**config.mk**
```make
export PLATFORM = sky130hd
export DESIGN_NAME = mdu
export DESIGN_NICKNAME = d
export VERILOG_FILES = /design/src/rtl/mdu_pkg.sv /design/src/rtl/mdu_div.sv /design/src/rtl/mdu.sv
export SDC_FILE = /design/constraint.sdc
export NUM_CORES = 2
export LEC_CHECK = 0
export ABC_CLOCK_PERIOD_IN_PS = 14900
export CAP_MARGIN = 5
export CORE_AREA = 3 3 408 410
export DETAILED_ROUTE_END_ITERATION = 7
export DIE_AREA = 0 0 411 413
export GPL_TIMING_DRIVEN = 0
export PLACE_DENSITY = 0.53
export SLEW_MARGIN = 10
export SYNTH_ARGS = -nofsm -noshare
export SYNTH_HDL_FRONTEND = slang
export SYNTH_SLANG_ARGS = --single-unit
```
**constraint.sdc**
```tcl
create_clock -name clk -period 14.9 [get_ports clk]
set_clock_uncertainty 0.05 [all_clocks]
set_input_delay 2.235 -clock clk [delete_from_list [all_inputs] [get_ports clk]]
set_output_delay 2.235 -clock clk [all_outputs]
set_load 0.05 [all_outputs]
```
**src/rtl/mdu_pkg.sv**
```systemverilog
// Shared definitions for the multiply/divide unit: op codes, FSM encoding,
// default multiply latency and a conditional two's-complement helper.
package mdu_pkg;

  localparam int unsigned MDU_MUL_LAT = 5;

  localparam logic [2:0] MDU_MULT  = 3'd0;
  localparam logic [2:0] MDU_MULTU = 3'd1;
  localparam logic [2:0] MDU_DIV   = 3'd2;
  localparam logic [2:0] MDU_DIVU  = 3'd3;
  localparam logic [2:0] MDU_MTHI  = 3'd4;
  localparam logic [2:0] MDU_MTLO  = 3'd5;

  typedef enum logic [1:0] {
    ST_IDLE = 2'd0,
    ST_MUL  = 2'd1,
    ST_DIV  = 2'd2,
    ST_FIX  = 2'd3
  } mdu_state_e;

  function automatic logic [31:0] cond_neg(input logic [31:0] v, input logic neg);
    logic [31:0] r;
    if (neg) begin
      r = 32'd0 - v;
    end else begin
      r = v;
    end
    return r;
  endfunction

endpackage

```
**src/rtl/mdu_div.sv**
```systemverilog
// Iterative radix-2 restoring divider on 32-bit magnitudes. One quotient bit
// per cycle for 32 cycles after load; done flags the cycle of the final step.
module mdu_div
  import mdu_pkg::*;
(
  input  logic        clk,
  input  logic        rst,
  input  logic        load,
  input  logic [31:0] dividend,
  input  logic [31:0] divisor,
  output logic        done,
  output logic [31:0] quot,
  output logic [31:0] rem
);

  logic [31:0] quot_q, quot_d;
  logic [31:0] rem_q, rem_d;
  logic [31:0] dvsr_q, dvsr_d;
  logic [4:0]  cnt_q, cnt_d;
  logic        run_q, run_d;
  logic [32:0] shifted_s;
  logic [32:0] diff_s;
  logic        ge_s;

  // Since rem < divisor, the shifted remainder minus divisor fits in 33 bits
  // with bit 32 acting as the borrow.
  always_comb begin
    quot_d    = quot_q;
    rem_d     = rem_q;
    dvsr_d    = dvsr_q;
    cnt_d     = cnt_q;
    run_d     = run_q;
    shifted_s = {rem_q, quot_q[31]};
    diff_s    = shifted_s - {1'b0, dvsr_q};
    ge_s      = ~diff_s[32];
    if (load) begin
      quot_d = dividend;
      rem_d  = 32'd0;
      dvsr_d = divisor;
      cnt_d  = 5'd31;
      run_d  = 1'b1;
    end else if (run_q) begin
      quot_d = {quot_q[30:0], ge_s};
      if (ge_s) begin
        rem_d = diff_s[31:0];
      end else begin
        rem_d = shifted_s[31:0];
      end
      if (cnt_q == 5'd0) begin
        run_d = 1'b0;
      end else begin
        cnt_d = cnt_q - 5'd1;
      end
    end else begin
      run_d = 1'b0;
    end
  end

  // Divider state registers.
  always_ff @(posedge clk) begin
    if (rst) begin
      quot_q <= 32'd0;
      rem_q  <= 32'd0;
      dvsr_q <= 32'd0;
      cnt_q  <= 5'd0;
      run_q  <= 1'b0;
    end else begin
      quot_q <= quot_d;
      rem_q  <= rem_d;
      dvsr_q <= dvsr_d;
      cnt_q  <= cnt_d;
      run_q  <= run_d;
    end
  end

  assign done = run_q && (cnt_q == 5'd0);
  assign quot = quot_q;
  assign rem  = rem_q;

endmodule

```
**src/rtl/mdu.sv**
```systemverilog
// Multiply/divide unit with HI/LO registers. Multiply result lands MUL_LAT
// cycles after acceptance; divide takes 32 step cycles plus one sign-fix cycle.
module mdu
  import mdu_pkg::*;
#(
  parameter int unsigned MUL_LAT = MDU_MUL_LAT
) (
  input  logic        clk,
  input  logic        rst,
  input  logic        start,
  input  logic [2:0]  op,
  input  logic [31:0] a,
  input  logic [31:0] b,
  output logic        busy,
  output logic [31:0] hi,
  output logic [31:0] lo
);

  localparam int unsigned CNT_W = (MUL_LAT > 1) ? $clog2(MUL_LAT) : 1;

  mdu_state_e       state_q, state_d;
  logic [CNT_W-1:0] cnt_q, cnt_d;
  logic [63:0]      prod_q, prod_d, prod_s;
  logic [31:0]      hi_q, hi_d, lo_q, lo_d;
  logic             busy_q, busy_d;
  logic             qneg_q, qneg_d, rneg_q, rneg_d;

  logic             sdiv_s, a_neg_s, b_neg_s, mul_sext_s;
  logic             div_load_s, div_done_s;
  logic [31:0]      mag_a_s, mag_b_s, quot_s, rem_s;
  logic [63:0]      opa_s, opb_s;

  // Operand conditioning: sign-extend for MULT, take magnitudes for DIV.
  always_comb begin
    sdiv_s     = (op == MDU_DIV);
    mul_sext_s = (op == MDU_MULT);
    a_neg_s    = sdiv_s & a[31];
    b_neg_s    = sdiv_s & b[31];
    mag_a_s    = cond_neg(a, a_neg_s);
    mag_b_s    = cond_neg(b, b_neg_s);
    opa_s      = {{32{mul_sext_s & a[31]}}, a};
    opb_s      = {{32{mul_sext_s & b[31]}}, b};
    prod_s     = opa_s * opb_s;
    div_load_s = (state_q == ST_IDLE) && start &&
                 ((op == MDU_DIV) || (op == MDU_DIVU)) && (b != 32'd0);
  end

  mdu_div u_div (
    .clk      (clk),
    .rst      (rst),
    .load     (div_load_s),
    .dividend (mag_a_s),
    .divisor  (mag_b_s),
    .done     (div_done_s),
    .quot     (quot_s),
    .rem      (rem_s)
  );

  // Next-state, HI/LO update and busy computation.
  always_comb begin
    state_d = state_q;
    cnt_d   = cnt_q;
    prod_d  = prod_q;
    hi_d    = hi_q;
    lo_d    = lo_q;
    qneg_d  = qneg_q;
    rneg_d  = rneg_q;
    case (state_q)
      ST_IDLE: begin
        if (start) begin
          case (op)
            MDU_MULT, MDU_MULTU: begin
              prod_d  = prod_s;
              cnt_d   = CNT_W'(MUL_LAT - 1);
              state_d = ST_MUL;
            end
            MDU_DIV, MDU_DIVU: begin
              if (div_load_s) begin
                qneg_d  = a_neg_s ^ b_neg_s;
                rneg_d  = a_neg_s;
                state_d = ST_DIV;
              end else begin
                state_d = ST_IDLE;
              end
            end
            MDU_MTHI: hi_d = a;
            MDU_MTLO: lo_d = a;
            default:  state_d = ST_IDLE;
          endcase
        end else begin
          state_d = ST_IDLE;
        end
      end
      ST_MUL: begin
        if (cnt_q == {CNT_W{1'b0}}) begin
          hi_d    = prod_q[63:32];
          lo_d    = prod_q[31:0];
          state_d = ST_IDLE;
        end else begin
          cnt_d = cnt_q - CNT_W'(1);
        end
      end
      ST_DIV: begin
        if (div_done_s) begin
          state_d = ST_FIX;
        end else begin
          state_d = ST_DIV;
        end
      end
      ST_FIX: begin
        lo_d    = cond_neg(quot_s, qneg_q);
        hi_d    = cond_neg(rem_s, rneg_q);
        state_d = ST_IDLE;
      end
      default: state_d = ST_IDLE;
    endcase
    busy_d = (state_d != ST_IDLE);
  end

  // Architectural and control registers.
  always_ff @(posedge clk) begin
    if (rst) begin
      state_q <= ST_IDLE;
      cnt_q   <= {CNT_W{1'b0}};
      prod_q  <= 64'd0;
      hi_q    <= 32'd0;
      lo_q    <= 32'd0;
      busy_q  <= 1'b0;
      qneg_q  <= 1'b0;
      rneg_q  <= 1'b0;
    end else begin
      state_q <= state_d;
      cnt_q   <= cnt_d;
      prod_q  <= prod_d;
      hi_q    <= hi_d;
      lo_q    <= lo_d;
      busy_q  <= busy_d;
      qneg_q  <= qneg_d;
      rneg_q  <= rneg_d;
    end
  end

  assign busy = busy_q;
  assign hi   = hi_q;
  assign lo   = lo_q;

endmodule

```
==> impl_metrics.toml <==
[clock_network]
path_clk_slew_ns = 0.07
clockRootBuffer = "clkbuf_16"
clkLatencyLatePin_ns = 0.54
ctsHtreeMaxLevel = 1
postCtsSetupBuffers = 0
cts_tree = "done"
postCtsHoldBufs = 0
cts.sinks = 238
cts_buffers = 25
cts_max_path_buffers = 3
cts_resized = 0

[place]
hpwl_um = 180000
portBuffers = 92
place_area_um2 = 55800
gp_congestion = 0.980

[min_path]
hold_path_class = "reg -> reg"

[global_routing]
overflow = 0
grtUsageTotal_pct = 25.4
grt_antenna_before_repair = 26
grt_pass1_wl_um = 313000
grt_max_degree = 25
grt_pass1_vias = 44298

[sta]
drv_slew = 0
worst_pin_slew_ns = 1.41
relSlewSlack_pct = 6.06
hold_viol = 0
setup_viol = 0
max_freq_ghz = 0.0782
hold_slack_ns = 0.407
fin_crit_ns = 12.79
fin_crit_sh_pct = 85.8
timing.setup.tns_ns = 0
rsz0062_at_grt = "no"

[floorplanning]
initial_core_util_pct = 32.0
die_h_um = 413
fp-row-count = 148
ioPinCount = 135
die_w_um = 411
design.core.area_um2 = 163000
dieArea_um2 = 170000

[worst_setup_path]
max_stage_delay_ns = 1.05
cp-end-kind = "register"
path_max_fanout = 11
slowest_stage = "nor3_1"
cp_common_cell = "fa_1"
cp.arrival_ns = 13.14
required_ns = 15.25
cp-start-kind = "input pin"
path_class = "in -> reg"

[yosys]
synth_seq_cells = 238
synth_flop_cell = "dfxtp_1"
synth_area_um2 = 52100
ys_seq_area_share_pct = 9.15
post_synth.cell_area_avg_um2 = 8.70
synth_fp_nets = 7429
synth.distinct_cells = 81
async_flop_share_pct = 0
syn_inst = 5982
synth_edf_count = 0
ys.warnings.count = 0

[drt]
drtPass1Iterations = 6
first_iter_violations = 3620
vias = 42862
drc_errors = 0
ant_nets = 0
viasPerCell = 5.16
wirelength_um = 216000
drt-wirelength-per-cell_um = 26.0

[final_layout]
drive_above_1_share_pct = 1.94
fin_area_um2 = 56600
nets = 7552
area_growth_pct = 8.79

[outcome]
outcome = "finished clean"

[job]
max-cap-violations = 0
## logic make-up after synthesis
group / synth area share [%]
compound gates: 9.01
buf+inv: 11.3
xor+xnor: 3.63
simple gates: 16.0
flops: 9.15
fa+ha+maj: 49.3
mux: 1.52
## synth_stat cells (all sizes together), types with 3 or more instances
library cell	number	share of area, %
inv	1159	8.4
fa	1126	43
nand2	935	6.7
and2	337	4.0
clkbuf	314	2.3
nor2	259	1.9
ha	251	6.0
dfxtp	238	9.2
a21oi	204	2.0
o21ai	118	1.1
xor2	108	1.8
xnor2	107	1.8
a211oi	91	1.3
buf	80	0.69
mux2i	77	1.5
a21o	69	0.99
o211ai	57	0.82
a311oi	50	0.84
nand3	42	0.41
and3	41	0.50
nand2b	37	0.45
nor3	34	0.36
o31ai	28	0.40
or3	24	0.30
a31oi	16	0.19
nand4	16	0.19
o21bai	16	0.23
o41ai	15	0.27
or4	15	0.24
nor2b	12	0.14
nor4	12	0.17
or2	12	0.14
nand3b	11	0.16
o21a	9	0.13
nor3b	8	0.12
a211o	4	0.067
and4	4	0.067
nand4b	4	0.067
a221o	3	0.058
o2111ai	3	0.050
o211a	3	0.058
o221ai	3	0.050
## path summary, 6_finish.rpt
path                                                    start                            end  slack (ns)  cells past startpoint
worst max-delay path                                    op[2]        prod_q[60]$_SDFFE_PP0P_        2.11                     29
worst min-delay path            u_div.dvsr_q[31]$_SDFFE_PP0P_  u_div.dvsr_q[31]$_SDFFE_PP0P_        0.41                      2
worst max register to register    u_div.quot[31]$_SDFFE_PP0P_     u_div.quot[0]$_SDFFE_PP0P_       10.11                     14
worst min register to register  u_div.dvsr_q[31]$_SDFFE_PP0P_  u_div.dvsr_q[31]$_SDFFE_PP0P_        0.41                      2
## flip-flops by register name, summed over array words and instances (netlist names), 2 cells and up
signal and count:
u_div.quot 32, u_div.rem 32, u_div.cnt_q 5, cnt_q 3, hi 32, lo 32, u_div.dvsr_q 32, prod_q 64
state_q 2
## cell usage in the layout, fill, tap and decap left out, drive strengths merged, types with 57 or more instances in the layout
cell	synthesis	final
xor2	108	108
clkbuf	314	347
a211oi	91	91
xnor2	107	107
mux2i	77	77
nor2	259	259
clkdlybuf4s50	0	92
dfxtp	238	238
inv	1159	1160
buf	80	84
fa	1126	1126
o211ai	57	57
and2	337	337
o21ai	118	118
nand2	935	935
a21oi	204	204
a21o	69	69
ha	251	251
## worst max-delay path, delay by kind of cell
family | cells | cell delay [ns]
fa+ha+maj | 9 | 4.72
buf+inv | 8 | 2.56
simple gates | 5 | 2.21
compound gates | 6 | 1.12
mux | 1 | 0.26
## through the flow
stage               util (%)  setup slack, ns  instances
floorplan                  -             4.90       5982
global placement        34.2             1.56       8249
detailed placement      34.3             1.66       8253
CTS                     34.8             2.22       8297
global route            34.8             1.76       8297
finish                  34.8             2.11       8310
## area by class of cell
class / count / area, um2
fill: 17066 / 106000
multi-input combinational: 4191 / 41400
sequential: 238 / 4760
inverter: 1159 / 4350
tap: 2175 / 2720
buffer: 394 / 1570
timing repair buffer: 96 / 1000
clock buffer: 33 / 696
clock inverter: 11 / 95.1
antenna: 13 / 32.5
## routing by layer
layer  GRT usage (%)  up-vias  share of wire [%]
li1                -    18499                  -
met1            32.9    22077                 41
met2            40.6     1885                 45
met3            5.59      389                9.0
met4            11.4       12                5.4
met5               0        -              0.039
Power is left out: the tool's default activity adds up to more than one toggle a clock period on the data nets, which glitch-free logic cannot reach.
